===== config.mk =====
export PLATFORM = sky130hd
export DESIGN_NAME = warp_dispatcher_flat
export DESIGN_NICKNAME = d
export VERILOG_FILES = /design/src/rtl/warp_dispatcher_pkg.sv /design/src/rtl/warp_dispatcher_if.sv /design/src/rtl/warp_dispatcher_core_slot_tracker.sv /design/src/rtl/warp_dispatcher.sv /design/src/flat_wrapper.sv
export SDC_FILE = /design/constraint.sdc
export NUM_CORES = 1
export LEC_CHECK = 0
export CORE_ASPECT_RATIO = 0.75
export CORE_MARGIN = 4
export CORE_UTILIZATION = 40
export CTS_BUF_LIST = sky130_fd_sc_hd__clkbuf_8
export CTS_CLUSTER_DIAMETER = 200
export DETAILED_ROUTE_END_ITERATION = 10
export PLACE_DENSITY = 0.67
export SYNTH_ARGS = -nofsm -noshare
export SYNTH_HDL_FRONTEND = slang
export SYNTH_SLANG_ARGS = --single-unit
export TNS_END_PERCENT = 5

===== constraint.sdc =====
create_clock -name clk -period 5.6 [get_ports clk]
set_input_delay 0.84 -clock clk [delete_from_list [all_inputs] [get_ports clk]]
set_output_delay 0.84 -clock clk [all_outputs]
set_load 0.02 [all_outputs]

===== src/rtl/warp_dispatcher_pkg.sv =====
// Shared types and constants for the warp dispatcher and the SIMD cores it feeds.
package warp_dispatcher_pkg;

  localparam int unsigned THREAD_COUNT = 4;
  localparam int unsigned MAX_WARPS    = 15;
  localparam logic [3:0]  NO_WARP_ID   = 4'hF;

  typedef struct packed {
    logic [3:0]  warp_id;
    logic [31:0] start_pc;
    logic [7:0]  thread_count;
  } kernel_t;

  localparam kernel_t KERNEL_IDLE = '{warp_id: NO_WARP_ID, start_pc: 32'h0, thread_count: 8'h0};

  typedef enum logic [1:0] {
    StIdle,
    StDispatch,
    StDrain,
    StDone
  } disp_state_e;

endpackage


===== src/rtl/warp_dispatcher_if.sv =====
// Launch handshake, per-core kernel/finish signals and status of the warp dispatcher.
interface warp_dispatcher_if #(
  parameter int unsigned NUM_CORES = 2
);
  import warp_dispatcher_pkg::*;

  logic                      launch_valid;
  logic                      launch_ready;
  logic [31:0]               launch_pc;
  logic [7:0]                launch_threads;
  logic                      launch_error;
  kernel_t [NUM_CORES-1:0]   core_kernel;
  logic [NUM_CORES-1:0]      core_finished;
  logic [NUM_CORES-1:0][3:0] core_finished_warp_id;
  logic                      busy;
  logic                      kernel_done;
  logic [3:0]                warps_done;

  modport slave (
    input  launch_valid, launch_pc, launch_threads, core_finished, core_finished_warp_id,
    output launch_ready, launch_error, core_kernel, busy, kernel_done, warps_done
  );

  modport master (
    output launch_valid, launch_pc, launch_threads, core_finished, core_finished_warp_id,
    input  launch_ready, launch_error, core_kernel, busy, kernel_done, warps_done
  );

endinterface


===== src/rtl/warp_dispatcher_core_slot_tracker.sv =====
// Per-core bookkeeping: busy flag, the kernel handed to the core and a post-dispatch blank counter.
module warp_dispatcher_core_slot_tracker
  import warp_dispatcher_pkg::*;
#(
  parameter int unsigned BLANK_CYCLES = 2
) (
  input  logic       clk,
  input  logic       rst,
  input  logic       assign_i,
  input  kernel_t    kernel_i,
  input  logic       check_en_i,
  input  logic       finished_i,
  input  logic [3:0] finished_warp_id_i,
  output logic       busy_o,
  output kernel_t    kernel_o,
  output logic       retire_o
);

  localparam logic [2:0] BlankInit = 3'(BLANK_CYCLES);

  logic       busy_q, busy_d;
  kernel_t    kernel_q, kernel_d;
  logic [2:0] blank_q, blank_d;

  // A stale finish from the previous occupant is filtered by both blanking and the id match.
  assign retire_o = check_en_i & busy_q & (blank_q == 3'd0) & finished_i &
                    (finished_warp_id_i == kernel_q.warp_id);

  always_comb begin
    busy_d   = busy_q;
    kernel_d = kernel_q;
    blank_d  = blank_q;
    if (blank_q != 3'd0) begin
      blank_d = blank_q - 3'd1;
    end
    if (retire_o) begin
      busy_d   = 1'b0;
      kernel_d = KERNEL_IDLE;
    end
    if (assign_i) begin
      busy_d   = 1'b1;
      kernel_d = kernel_i;
      blank_d  = BlankInit;
    end
  end

  always_ff @(posedge clk or posedge rst) begin
    if (rst) begin
      busy_q   <= 1'b0;
      kernel_q <= KERNEL_IDLE;
      blank_q  <= 3'd0;
    end else begin
      busy_q   <= busy_d;
      kernel_q <= kernel_d;
      blank_q  <= blank_d;
    end
  end

  assign busy_o   = busy_q;
  assign kernel_o = kernel_q;

endmodule


===== src/rtl/warp_dispatcher.sv =====
// Splits a kernel launch into warps, hands them to free SIMD cores and counts retirements.
module warp_dispatcher
  import warp_dispatcher_pkg::*;
#(
  parameter int unsigned NUM_CORES    = 2,
  parameter int unsigned BLANK_CYCLES = 2
) (
  input logic              clk,
  input logic              rst,
  warp_dispatcher_if.slave bus
);

  disp_state_e state_q, state_d;
  logic [31:0] pc_q, pc_d;
  logic [3:0]  nwarps_q, nwarps_d;
  logic [7:0]  last_tc_q, last_tc_d;
  logic [3:0]  next_warp_q, next_warp_d;
  logic [3:0]  warps_done_q, warps_done_d;
  logic        launch_error_q, launch_error_d;
  logic        kernel_done_q, kernel_done_d;

  logic [NUM_CORES-1:0] slot_busy;
  logic [NUM_CORES-1:0] slot_retire;
  logic [NUM_CORES-1:0] slot_assign;
  logic [NUM_CORES-1:0] grant;
  logic                 free_found;
  logic                 check_en;
  kernel_t              dispatch_kernel;
  kernel_t [NUM_CORES-1:0] slot_kernel;

  // Launch geometry, evaluated combinationally on the incoming request.
  logic [8:0] threads_round;
  logic [7:0] nwarps_full;
  logic [7:0] rem;

  assign threads_round = {1'b0, bus.launch_threads} + 9'(THREAD_COUNT - 1);
  assign nwarps_full   = 8'(threads_round / 9'(THREAD_COUNT));
  assign rem           = bus.launch_threads % 8'(THREAD_COUNT);

  // Lowest-index free core wins.
  always_comb begin
    grant      = '0;
    free_found = 1'b0;
    for (int i = 0; i < NUM_CORES; i++) begin
      if (!slot_busy[i] && !free_found) begin
        grant[i]   = 1'b1;
        free_found = 1'b1;
      end
    end
  end

  always_comb begin
    dispatch_kernel.warp_id      = next_warp_q;
    dispatch_kernel.start_pc     = pc_q;
    dispatch_kernel.thread_count = (next_warp_q == nwarps_q - 4'd1) ? last_tc_q
                                                                    : 8'(THREAD_COUNT);
  end

  logic [4:0] retire_sum;
  logic [3:0] warps_done_inc;

  always_comb begin
    retire_sum = {1'b0, warps_done_q};
    for (int i = 0; i < NUM_CORES; i++) begin
      retire_sum = retire_sum + 5'(slot_retire[i]);
    end
    warps_done_inc = (retire_sum > 5'(MAX_WARPS)) ? 4'(MAX_WARPS) : retire_sum[3:0];
  end

  always_comb begin
    state_d        = state_q;
    pc_d           = pc_q;
    nwarps_d       = nwarps_q;
    last_tc_d      = last_tc_q;
    next_warp_d    = next_warp_q;
    warps_done_d   = warps_done_q;
    launch_error_d = 1'b0;
    kernel_done_d  = 1'b0;
    slot_assign    = '0;
    check_en       = 1'b0;

    case (state_q)
      StIdle: begin
        if (bus.launch_valid) begin
          pc_d         = bus.launch_pc;
          last_tc_d    = (rem == 8'd0) ? 8'(THREAD_COUNT) : rem;
          next_warp_d  = 4'd0;
          warps_done_d = 4'd0;
          if (bus.launch_threads == 8'd0) begin
            state_d = StDone;
          end else if (nwarps_full > 8'(MAX_WARPS)) begin
            launch_error_d = 1'b1;
          end else begin
            nwarps_d = nwarps_full[3:0];
            state_d  = StDispatch;
          end
        end
      end
      StDispatch: begin
        check_en = 1'b1;
        if (free_found) begin
          slot_assign = grant;
          next_warp_d = next_warp_q + 4'd1;
          if (next_warp_q == nwarps_q - 4'd1) begin
            state_d = StDrain;
          end
        end
      end
      StDrain: begin
        check_en = 1'b1;
        if (warps_done_q == nwarps_q) begin
          state_d = StDone;
        end
      end
      StDone: begin
        kernel_done_d = 1'b1;
        state_d       = StIdle;
      end
      default: state_d = StIdle;
    endcase

    if (check_en) begin
      warps_done_d = warps_done_inc;
    end
  end

  always_ff @(posedge clk or posedge rst) begin
    if (rst) begin
      state_q        <= StIdle;
      pc_q           <= 32'h0;
      nwarps_q       <= 4'd0;
      last_tc_q      <= 8'd0;
      next_warp_q    <= 4'd0;
      warps_done_q   <= 4'd0;
      launch_error_q <= 1'b0;
      kernel_done_q  <= 1'b0;
    end else begin
      state_q        <= state_d;
      pc_q           <= pc_d;
      nwarps_q       <= nwarps_d;
      last_tc_q      <= last_tc_d;
      next_warp_q    <= next_warp_d;
      warps_done_q   <= warps_done_d;
      launch_error_q <= launch_error_d;
      kernel_done_q  <= kernel_done_d;
    end
  end

  for (genvar i = 0; i < NUM_CORES; i++) begin : g_slot
    warp_dispatcher_core_slot_tracker #(
      .BLANK_CYCLES(BLANK_CYCLES)
    ) u_slot (
      .clk               (clk),
      .rst               (rst),
      .assign_i          (slot_assign[i]),
      .kernel_i          (dispatch_kernel),
      .check_en_i        (check_en),
      .finished_i        (bus.core_finished[i]),
      .finished_warp_id_i(bus.core_finished_warp_id[i]),
      .busy_o            (slot_busy[i]),
      .kernel_o          (slot_kernel[i]),
      .retire_o          (slot_retire[i])
    );
  end

  assign bus.core_kernel  = slot_kernel;
  assign bus.launch_ready = (state_q == StIdle);
  assign bus.busy         = (state_q != StIdle);
  assign bus.launch_error = launch_error_q;
  assign bus.kernel_done  = kernel_done_q;
  assign bus.warps_done   = warps_done_q;

endmodule


===== src/flat_wrapper.sv =====
// flat-port wrapper written by rule: the top's interface ports become plain ports
module warp_dispatcher_flat import warp_dispatcher_pkg::*;
#(
  parameter int unsigned NUM_CORES    = 2,
  parameter int unsigned BLANK_CYCLES = 2
)
  (clk, rst, bus_launch_valid, bus_launch_pc, bus_launch_threads, bus_core_finished, bus_core_finished_warp_id, bus_launch_ready, bus_launch_error, bus_core_kernel, bus_busy, bus_kernel_done, bus_warps_done);
  warp_dispatcher_if #(.NUM_CORES(NUM_CORES)) bus_i ();
  input logic clk;
  input logic rst;
  input wire logic [$bits(bus_i.launch_valid)-1:0] bus_launch_valid;
  input wire logic [$bits(bus_i.launch_pc)-1:0] bus_launch_pc;
  input wire logic [$bits(bus_i.launch_threads)-1:0] bus_launch_threads;
  input wire logic [$bits(bus_i.core_finished)-1:0] bus_core_finished;
  input wire logic [$bits(bus_i.core_finished_warp_id)-1:0] bus_core_finished_warp_id;
  output wire logic [$bits(bus_i.launch_ready)-1:0] bus_launch_ready;
  output wire logic [$bits(bus_i.launch_error)-1:0] bus_launch_error;
  output wire logic [$bits(bus_i.core_kernel)-1:0] bus_core_kernel;
  output wire logic [$bits(bus_i.busy)-1:0] bus_busy;
  output wire logic [$bits(bus_i.kernel_done)-1:0] bus_kernel_done;
  output wire logic [$bits(bus_i.warps_done)-1:0] bus_warps_done;
  assign bus_i.launch_valid = bus_launch_valid;
  assign bus_i.launch_pc = bus_launch_pc;
  assign bus_i.launch_threads = bus_launch_threads;
  assign bus_i.core_finished = bus_core_finished;
  assign bus_i.core_finished_warp_id = bus_core_finished_warp_id;
  assign bus_launch_ready = bus_i.launch_ready;
  assign bus_launch_error = bus_i.launch_error;
  assign bus_core_kernel = bus_i.core_kernel;
  assign bus_busy = bus_i.busy;
  assign bus_kernel_done = bus_i.kernel_done;
  assign bus_warps_done = bus_i.warps_done;
  warp_dispatcher #(.NUM_CORES(NUM_CORES), .BLANK_CYCLES(BLANK_CYCLES)) u_core (.clk(clk), .rst(rst), .bus(bus_i));
endmodule

**Word-level counts from Yosys, hierarchy flattened**

Index checks and enable logic that the tools add are counted.

- Register bits: 152
- Bits of input ports: 53

- Add/sub/neg operators: 7
- Order comparisons: 2
- Eq/ne operators: 12
- Multiplexer cells: 38
- Bitwise logic cells: 10
- Reductions and logical operators: 23

Operators by type and width:

| operator | number |
|---|---|
| two-way mux 44 bit | 4 |
| two-way mux 4 bit | 5 |
| equality test 4 bit | 4 |
| logical NOT 8 bit | 2 |
| two-way mux 2 bit | 8 |
| nonzero test 2 bit | 8 |
| two-way mux 3 bit | 5 |
| two-way mux 1 bit | 13 |
| adder 8 x 2 -> 9 bit (second input constant) | 1 |
| bitwise AND 1 bit | 8 |
| two-way mux 8 bit | 1 |
| case mux 2 bit (4 select lines) | 1 |
| case mux 4 bit (2 select lines) | 1 |
| > comparator 7 x 4 -> 1 bit (second input constant) | 1 |
| logical NOT 3 bit | 2 |
| != test 2 x 1 -> 1 bit (second input constant) | 3 |
| nonzero test 3 bit | 2 |
| subtractor 3 x 1 -> 3 bit (second input constant) | 2 |
| adder 4 x 1 -> 5 bit | 1 |
| adder 5 x 1 -> 5 bit | 1 |
| > comparator 5 x 4 -> 1 bit (second input constant) | 1 |
| AND reduction 5 bit | 1 |
| adder 4 x 1 -> 4 bit (second input constant) | 1 |
| equality test 2 bit (second input constant) | 2 |
| 12 further kinds | 14 |

**Logic depth before layout (Yosys ltp)**

- Depth in word-level cells: 12
- Gate-level depth with buffers: 11
- Gate-level depth less buffers: 10

**By module**

From an unflattened synthesis, not the netlist that was laid out.

- Cells, all modules: 539
- Area, all modules: 6583.8 um^2

Modules (own cells, without submodules):

| module | times used | cells an instance | area each (um^2) | seq. area each (um^2) |
|---|---|---|---|---|
| warp_dispatcher_core_slot_tracker | 2 | 174 | 2083.2 | 1206.2 |
| warp_dispatcher | 1 | 191 | 2417.3 | 1276.2 |

**Worst setup path after synthesis**

Ideal clock, no wire load.

- Path type: input -> register
- Start point: input bus_core_finished_warp_id[4]
- End point: register u_core.warps_done_q[2] (netlist: u_core.bus.warps_done[2])
- Library setup time: 123 ps
- Arrival time: 2294 ps
- Data required time: 5477 ps
- Path slack: 3184 ps
- Cell stages on the path: 9
- Cells stage by stage: xnor2_1 > nand4_1 > nor3_2 > clkbuf_1 > fa_1 > ha_1 > nand2_1 > nor3_1 > nor3_1

- Cells in the longest elaborated chain, start to end: 6

Ends and longest elaborated chain:

| item | line | RTL |
|---|---|---|
| start, declared | flat_wrapper.sv:15 | `input wire logic [$bits(bus_i.core_finished_warp_id)-1:0] bus_core_finished_warp_id;` |
| equality test 4 bit (*) | warp_dispatcher_core_slot_tracker.sv:27 | `(finished_warp_id_i == kernel_q.warp_id);` |
| bitwise AND 1 bit (*) | warp_dispatcher_core_slot_tracker.sv:26 | `assign retire_o = check_en_i & busy_q & (blank_q == 3'd0) & finished_i &` |
| adder 5 x 1 -> 5 bit (*) | warp_dispatcher.sv:65 | `retire_sum = retire_sum + 5'(slot_retire[i]);` |
| > comparator 5 x 4 -> 1 bit | warp_dispatcher.sv:67 | `warps_done_inc = (retire_sum > 5'(MAX_WARPS)) ? 4'(MAX_WARPS) : retire_sum[3:0];` |
| two-way mux 4 bit (*) | warp_dispatcher.sv:67 |  |
| two-way mux 4 bit (*) | warp_dispatcher.sv:122 | `if (check_en) begin` |
| end signal, assigned | warp_dispatcher.sv:143 | `warps_done_q <= warps_done_d;` |
| end, declared | warp_dispatcher.sv:18 | `logic [3:0] warps_done_q, warps_done_d;` |

Mark *: on every way between the ends. The rest lies on a longest branch, timed or not.
A chain may end at the register's enable or synchronous reset.

**Worst setup path after layout**

- Start point: input bus_core_finished_warp_id[5]
- End point: register u_core.warps_done_q[2] (netlist: u_core.bus.warps_done[2])

Same word-level chain as after synthesis.

==> flow_summary_export.csv <==
group,metric,value,unit
run_status,status,"finished, final reports clean",
pwr,power_per_cell_area,586.8,nW/µm²
route,drt_first_pass_iters,4,
clock_tree,root_buffer,"clkbuf_8",
global_routing,grt-ovfl-total,0,
worst_hold_path,hold_class,"reg -> reg",
timing,setup_viol,0,
synthesis,async_flop_share,100.0,%
global_routing,grt_pass1_vias,4745,
timing,hold_viol,0,
synthesis,yosysWarnings,0,
synthesis,synth.yosys.seq_area_share,57.39,%
placed_design,io_buffers,138,
pwr,vdd_drop_max,0.0003176,V
clock_tree,cts_hold_buf,0,
timing,grt_setup_unrepaired,"no",
worst_setup_path,path_class,"in -> reg",
clock_tree,cts.sinks,137,
clock_tree,h-tree-depth,4,
route,drt_wl_total,15100,µm
placed_design,dpl_cell_area,7517,µm²
clock_tree,cts_resized,0,
worst_setup_path,required,5.90,ns
floorplanning,start_util,41.18,%
floorplanning,die-area,17020,µm²
placed_design,place_congestion,0.8111,
floorplanning,die_x,149.3,µm
timing,finalClockSkew,0.01566,ns
floorplanning,row_count,38,
route,dr_wl_met2,7047,µm
route,met3_length,977,µm
job,cap_viol_max_count,0,
clock_tree,clockBufferDepth,2,
route,highest_layer,"met4",
clock_tree,clkTransAtPathRegs,0.08,ns
route,wl_per_cell,16.29,µm
global_routing,grt_pass1_wl,24920,µm
synthesis,syn-instance-count,586,
global_routing,grt_max_degree,93,
cells_and_area,fin_nets,781,
global_routing,antenna_found_initial,0,
floorplanning,die_h,114.0,µm
synthesis,synth_cell_types,44,
cells_and_area,layout-drive-gt1-share,12.38,%
timing,final_max_slew_viol_count,0,
worst_setup_path,cp_max_fo,41,
timing,period_share,51.77,%
global_routing,track_usage,18.36,%
worst_setup_path,cp-end-kind,"register",
floorplanning,io_pins,149,
synthesis,yosys-top-cells-area,"dfrtp_1, nand2_1, o21ai_0",
clock_tree,post_cts_buffers,0,
worst_setup_path,start_kind,"input port",
route,wl_met1,7000,µm
clock_tree,cts_buffers,17,
timing,min_period,2.899,ns
timing,worst_pin_slew,1.024,ns
route,drt_iter0_drc,201,
route,via_count,4583,
route,drc,0,
synthesis,synth_top_area_cell,"dfrtp_1",
synthesis,synth_edf_count,0,
timing,slew_headroom,31.52,%
placed_design,dp_hpwl,10100,µm
timing,fmax,0.3450,GHz
cells_and_area,antenna_cells,0,
clock_tree,tritoncts,"yes",
clock_tree,insertion_delay,0.42,ns
floorplanning,fp.coreArea,14550,µm²
route,detail-route-antenna-nets,0,
cells_and_area,areaGrowthSynthToFinish,32.75,%
synthesis,yosysTopAreaCellShare,53.88,%
route,via_per_inst,4.944,
synthesis,syn_area_per_cell,10.22,µm²
synthesis,synth_flop_cell,"dfrtp_1",
worst_setup_path,worst_ep_arrival_time,3.20,ns
synthesis,syn-cell-area,5991,µm²
synthesis,ys_seq_elements,137,
pwr,leakage,3.488,nW
timing,tns,0,ns
cells_and_area,final_cell_area,7953,µm²
[routing by layer]
metal	vias up	global-route usage [%]
met2	119	28.50
met3	9	6.037
met5	-	0
met1	2269	25.40
li1	2186	-
met4	0	3.963
[area by class of cell]
class,count,area (µm²)
Inverter,18,72.57
Clock inverter,12,173.9
Clock buffer,19,261.5
Timing Repair Buffer,142,1411
Sequential cell,137,3438
Multi-Input combinational cell,399,2345
Tap cell,200,250.2
Fill cell,1298,6596
[cell usage in the layout, fill, tap and decap left out, drive strengths merged, types with 2 or more instances in the layout]
| master | n |
|---|---|
| a21oi | 5 |
| a31oi | 2 |
| and3 | 3 |
| buf | 4 |
| bufinv | 4 |
| clkbuf | 19 |
| clkdlybuf4s50 | 138 |
| clkinv | 3 |
| clkinvlp | 3 |
| conb | 10 |
| dfrtp | 129 |
| dfstp | 8 |
| ha | 12 |
| inv | 20 |
| mux2 | 36 |
| mux2i | 6 |
| nand2 | 164 |
| nand3 | 4 |
| nand4 | 5 |
| nor2 | 16 |
| nor2b | 2 |
| nor3 | 6 |
| o21ai | 82 |
| o22ai | 2 |
| o32ai | 4 |
| xnor2 | 14 |
| xor2 | 11 |
[power by group]
| part | total (W) | switching (W) | internal [W] |
|---|---|---|---|
| combinational | 0.00198 | 0.00105 | 0.000925 |
| clock | 0.000877 | 0.000372 | 0.000506 |
| sequential | 0.00181 | 0.000340 | 0.00147 |
| total | 0.00467 | 0.00176 | 0.00290 |
[cell usage after synthesis, types with 2 or more instances]
cell and count:
nand2_1 163, a21oi_1 5, o32ai_1 4, o22ai_1 2, dfstp_2 8, nand4_1 4, a31oi_1 2, nand3_1 4
o21ai_0 82, mux2_2 36, buf_4 10, mux2i_1 6, nor3_2 2, buf_1 4, nor2_1 16, nor2b_1 2
and3_1 3, inv_1 18, ha_1 12, buf_2 8, clkbuf_2 2, xnor2_1 14, dfrtp_1 129, xor2_1 11
nor3_1 4, clkbuf_1 17
[cell families after synthesis]
| family | count (synthesis) | share of synthesized area [%] |
|---|---|---|
| other | 1 | 0.06260 |
| adders and majority gates | 13 | 2.840 |
| and+or+nand+nor | 205 | 14.14 |
| AOI/OAI and AO/OA | 104 | 9.607 |
| buffers and inverters | 59 | 4.532 |
| xor gates and xnor gates | 25 | 3.655 |
| muxes | 42 | 7.769 |
| DFF | 137 | 57.39 |
[worst max-delay path, cell delays in order]
cell             delay (ns)
clkdlybuf4s50_1        0.48
xnor2_1                0.12
nand4_1                0.23
nor3_4                 0.23
buf_4                  0.39
fa_1                   0.27
ha_1                   0.24
nand2_1                0.09
nor3_1                 0.23
nor3_1                 0.08
[registers in the layout, indices dropped and copies added, names as in the netlist]
name,flops
u_core.bus.kernel_done,1
u_core.bus.launch_error,1
u_core.bus.warps_done,4
u_core.g_slot.u_slot.blank_q,6
u_core.g_slot.u_slot.busy_o,2
u_core.g_slot.u_slot.kernel_o,78
u_core.last_tc_q,3
u_core.next_warp_q,4
u_core.nwarps_q,4
u_core.pc_q,32
u_core.state_q,2
[worst paths after layout]
kind / start / depth (start not counted) / slack, ns / to
worst max-delay path: bus_core_finished_warp_id[5] / 10 / 2.70 / u_core.bus.warps_done[2]
worst min-delay path: u_core.last_tc_q[1] / 1 / 0.51 / u_core.last_tc_q[1]
worst max register to register: u_core.state_q[0] / 9 / 2.80 / u_core.bus.warps_done[2]
worst min register to register: u_core.last_tc_q[1] / 1 / 0.51 / u_core.last_tc_q[1]
max in group asynchronous: rst / 3 / 3.52 / u_core.g_slot[0].u_slot.kernel_o[20]
min in group asynchronous: rst / 2 / 0.95 / u_core.g_slot[0].u_slot.kernel_o[31]
[metrics by stage]
step | worst slack [ns] | total power (W) | utilization, % | hold slack (ns) | instances
after floorplan | 1.105 | 0.002910 | - | 0.4505 | 595
after global placement | 2.496 | 0.003745 | 51.67 | 0.4714 | 896
after detailed placement | 2.371 | 0.003816 | 51.67 | 0.4862 | 896
after CTS | 2.737 | 0.004715 | 54.66 | 0.5088 | 927
after global routing | 2.627 | 0.004987 | 54.66 | 0.5295 | 927
final | 2.701 | 0.004667 | 54.66 | 0.5080 | 927
(Power assumes the default switching activity.)
==> edit, RTL diff (same flow settings) <==
Encoding of `disp_state_e`: now one-hot (4 bits for 4 states).
--- a/src/rtl/warp_dispatcher_pkg.sv
+++ b/src/rtl/warp_dispatcher_pkg.sv
@@ -14,9 +14,9 @@
   localparam kernel_t KERNEL_IDLE = '{warp_id: NO_WARP_ID, start_pc: 32'h0, thread_count: 8'h0};
 
-  typedef enum logic [1:0] {
-    StIdle,
-    StDispatch,
-    StDrain,
-    StDone
+  typedef enum logic [3:0] {
+    StIdle     = 4'b0001,
+    StDispatch = 4'b0010,
+    StDrain    = 4'b0100,
+    StDone     = 4'b1000
   } disp_state_e;
 
Behaviour: no difference found for any inputs over 10 cycles, from zero or initial values and one cycle with rst high; not proved beyond that.
==> edit against the unedited design <==
Global-route usage increased by 0.33 points; design area shrank 3.2%; wire length is 0.40% lower; worst setup slack worse by 0.11 ns; non-clock buffer count stayed put; sequential cell count up 2; area after synthesis down 4.0%.
Power is not compared: it rests on default switching activity, and its combinational part moved more than twofold at a synthesized area within 25%.
==> edit: results <==
[outcome]
status = "finished clean"

[logic_synthesis]
synthTopCellsByArea = "dfrtp_1 (57%), a22o_1 (9.9%), nand2_1 (7.4%), dfstp_2 (4.1%), xor2_1 (2.0%)"
synth.distinct_cells = 47
yosys_warnings = 0
ys_top_cells_by_count = "dfrtp_1 (130), nand2_1 (114), a22o_1 (65), nor2_1 (23), inv_1 (18)"
yosysSeqAreaShare_pct = 60.7

[place]
place_congestion = 0.777
pre_cts_ws_ns = 2.21
dp_hpwl_um = 10000
port-buffer-count = 138

[drt]
wire_per_inst_um = 18.0
vias = 4404
drt-initial-drc-count = 259
drtPass1Iterations = 4

[setup_path]
r2r_slack_ns = 2.59
path_max_fanout = 39
reg2reg_depth = 5
critPathLaunch = "u_core.state_q[3]"
critical_path.top_delay_family = "simple AND/OR/NAND/NOR gates"
worstPathArrival_ns = 3.33
endpoint = "u_core.g_slot[1].u_slot.kernel_o[1]"
slowest_stage = "nor3_4"
cpPeakStageDelay_ns = 0.75
r2r_end = "u_core.g_slot[1].u_slot.kernel_o[1]"

[cells_and_area]
n_antenna_cell = 0
nets = 708
largest_reg_flops = 78
drive_above_1_share_pct = 8.48

[power]
power.leakage_nw = 3.61
vdd_drop_max_mv = 0.143

[sta]
tightestPinTransition_ns = 1.20
hold_slack_ns = 0.479
finClkSkew_ns = 0.0147
finalCritPeriodShare_pct = 53.7

[hold_path]
hold_class = "flip-flop to flip-flop"
min-delay-start = "u_core.g_slot[1].u_slot.kernel_o[40]"
hold_path_depth = 2
holdPathEnd = "u_core.g_slot[1].u_slot.kernel_o[40]"

[clock_tree]
clock_latency_ns = 0.44
cts_root_buffer = "clkbuf_8"
clkTransAtPathRegs_ns = 0.08
cts_resized = 0
post_cts_buffers = 0

[global_route]
grt_max_degree = 96
antenna_found_initial = 0
grt_pass1_vias = 4523
grtUsageTotal_pct = 18.7
grt_pass1_wl_um = 24600
[edit: cell count changes after synthesis, sizes merged, moves of 8 or more]
cell and change:
nand2 -50, o21ai -77, a22o +65, nor2 +8
a21oi +11, mux2 -34
[edit: power by group]
part           leakage [nW]  total [mW]  switching [mW]  internal [mW]
clock                 0.223       0.888           0.412          0.476
sequential             1.81        1.13          0.0577           1.08
combinational          1.58       0.307           0.167          0.141
[edit: stage by stage]
| step | cells | area [µm²] | power, mW |
|---|---|---|---|
| 5_1_grt | 835 | 7700 | 2.45 |
| 3_5_place_dp | 803 | 7260 | 1.46 |
| 4_1_cts | 835 | 7700 | 2.35 |
| 3_3_place_gp | 803 | 7260 | 1.45 |
| 2_1_floorplan | 521 | 5780 | 1.36 |
| 6_report | 835 | 7700 | 2.33 |
[edit: cell type report]
| cell class | count | area [µm²] |
|---|---|---|
| fillers | 1191 | 6190 |
| flip-flops and latches | 139 | 3490 |
| multi-input cells | 329 | 2070 |
| repair buffers | 142 | 1410 |
| clock buffers | 19 | 262 |
| well taps | 175 | 219 |
| clock inverters | 13 | 178 |
| inverters | 18 | 72.6 |
[edit: logic make-up (layout without fill, tap and decap cells)]
family | count (synthesis) | count (layout) | share of synthesized area [%]
compound gates | 103 | 103 | 14.3
xor+xnor | 25 | 25 | 4.05
fa+ha+maj | 8 | 8 | 1.87
buf+inv | 53 | 192 | 4.24
flops | 139 | 139 | 60.7
mux | 6 | 6 | 1.09
other cells | 1 | 10 | 0.0652
simple gates | 177 | 177 | 13.6
[edit: metal layers]
layer  routed length [µm]  share of wire (%)  GRT usage [%]  vias to the layer above
li1                     -                  -              -                     2024
met1                 7180                 48           27.1                     2193
met2                 6630                 44           27.3                      173
met3                 1110                7.4           5.94                       14
met4                  114               0.76           5.01                        0
met5                    0                  0              0                        -
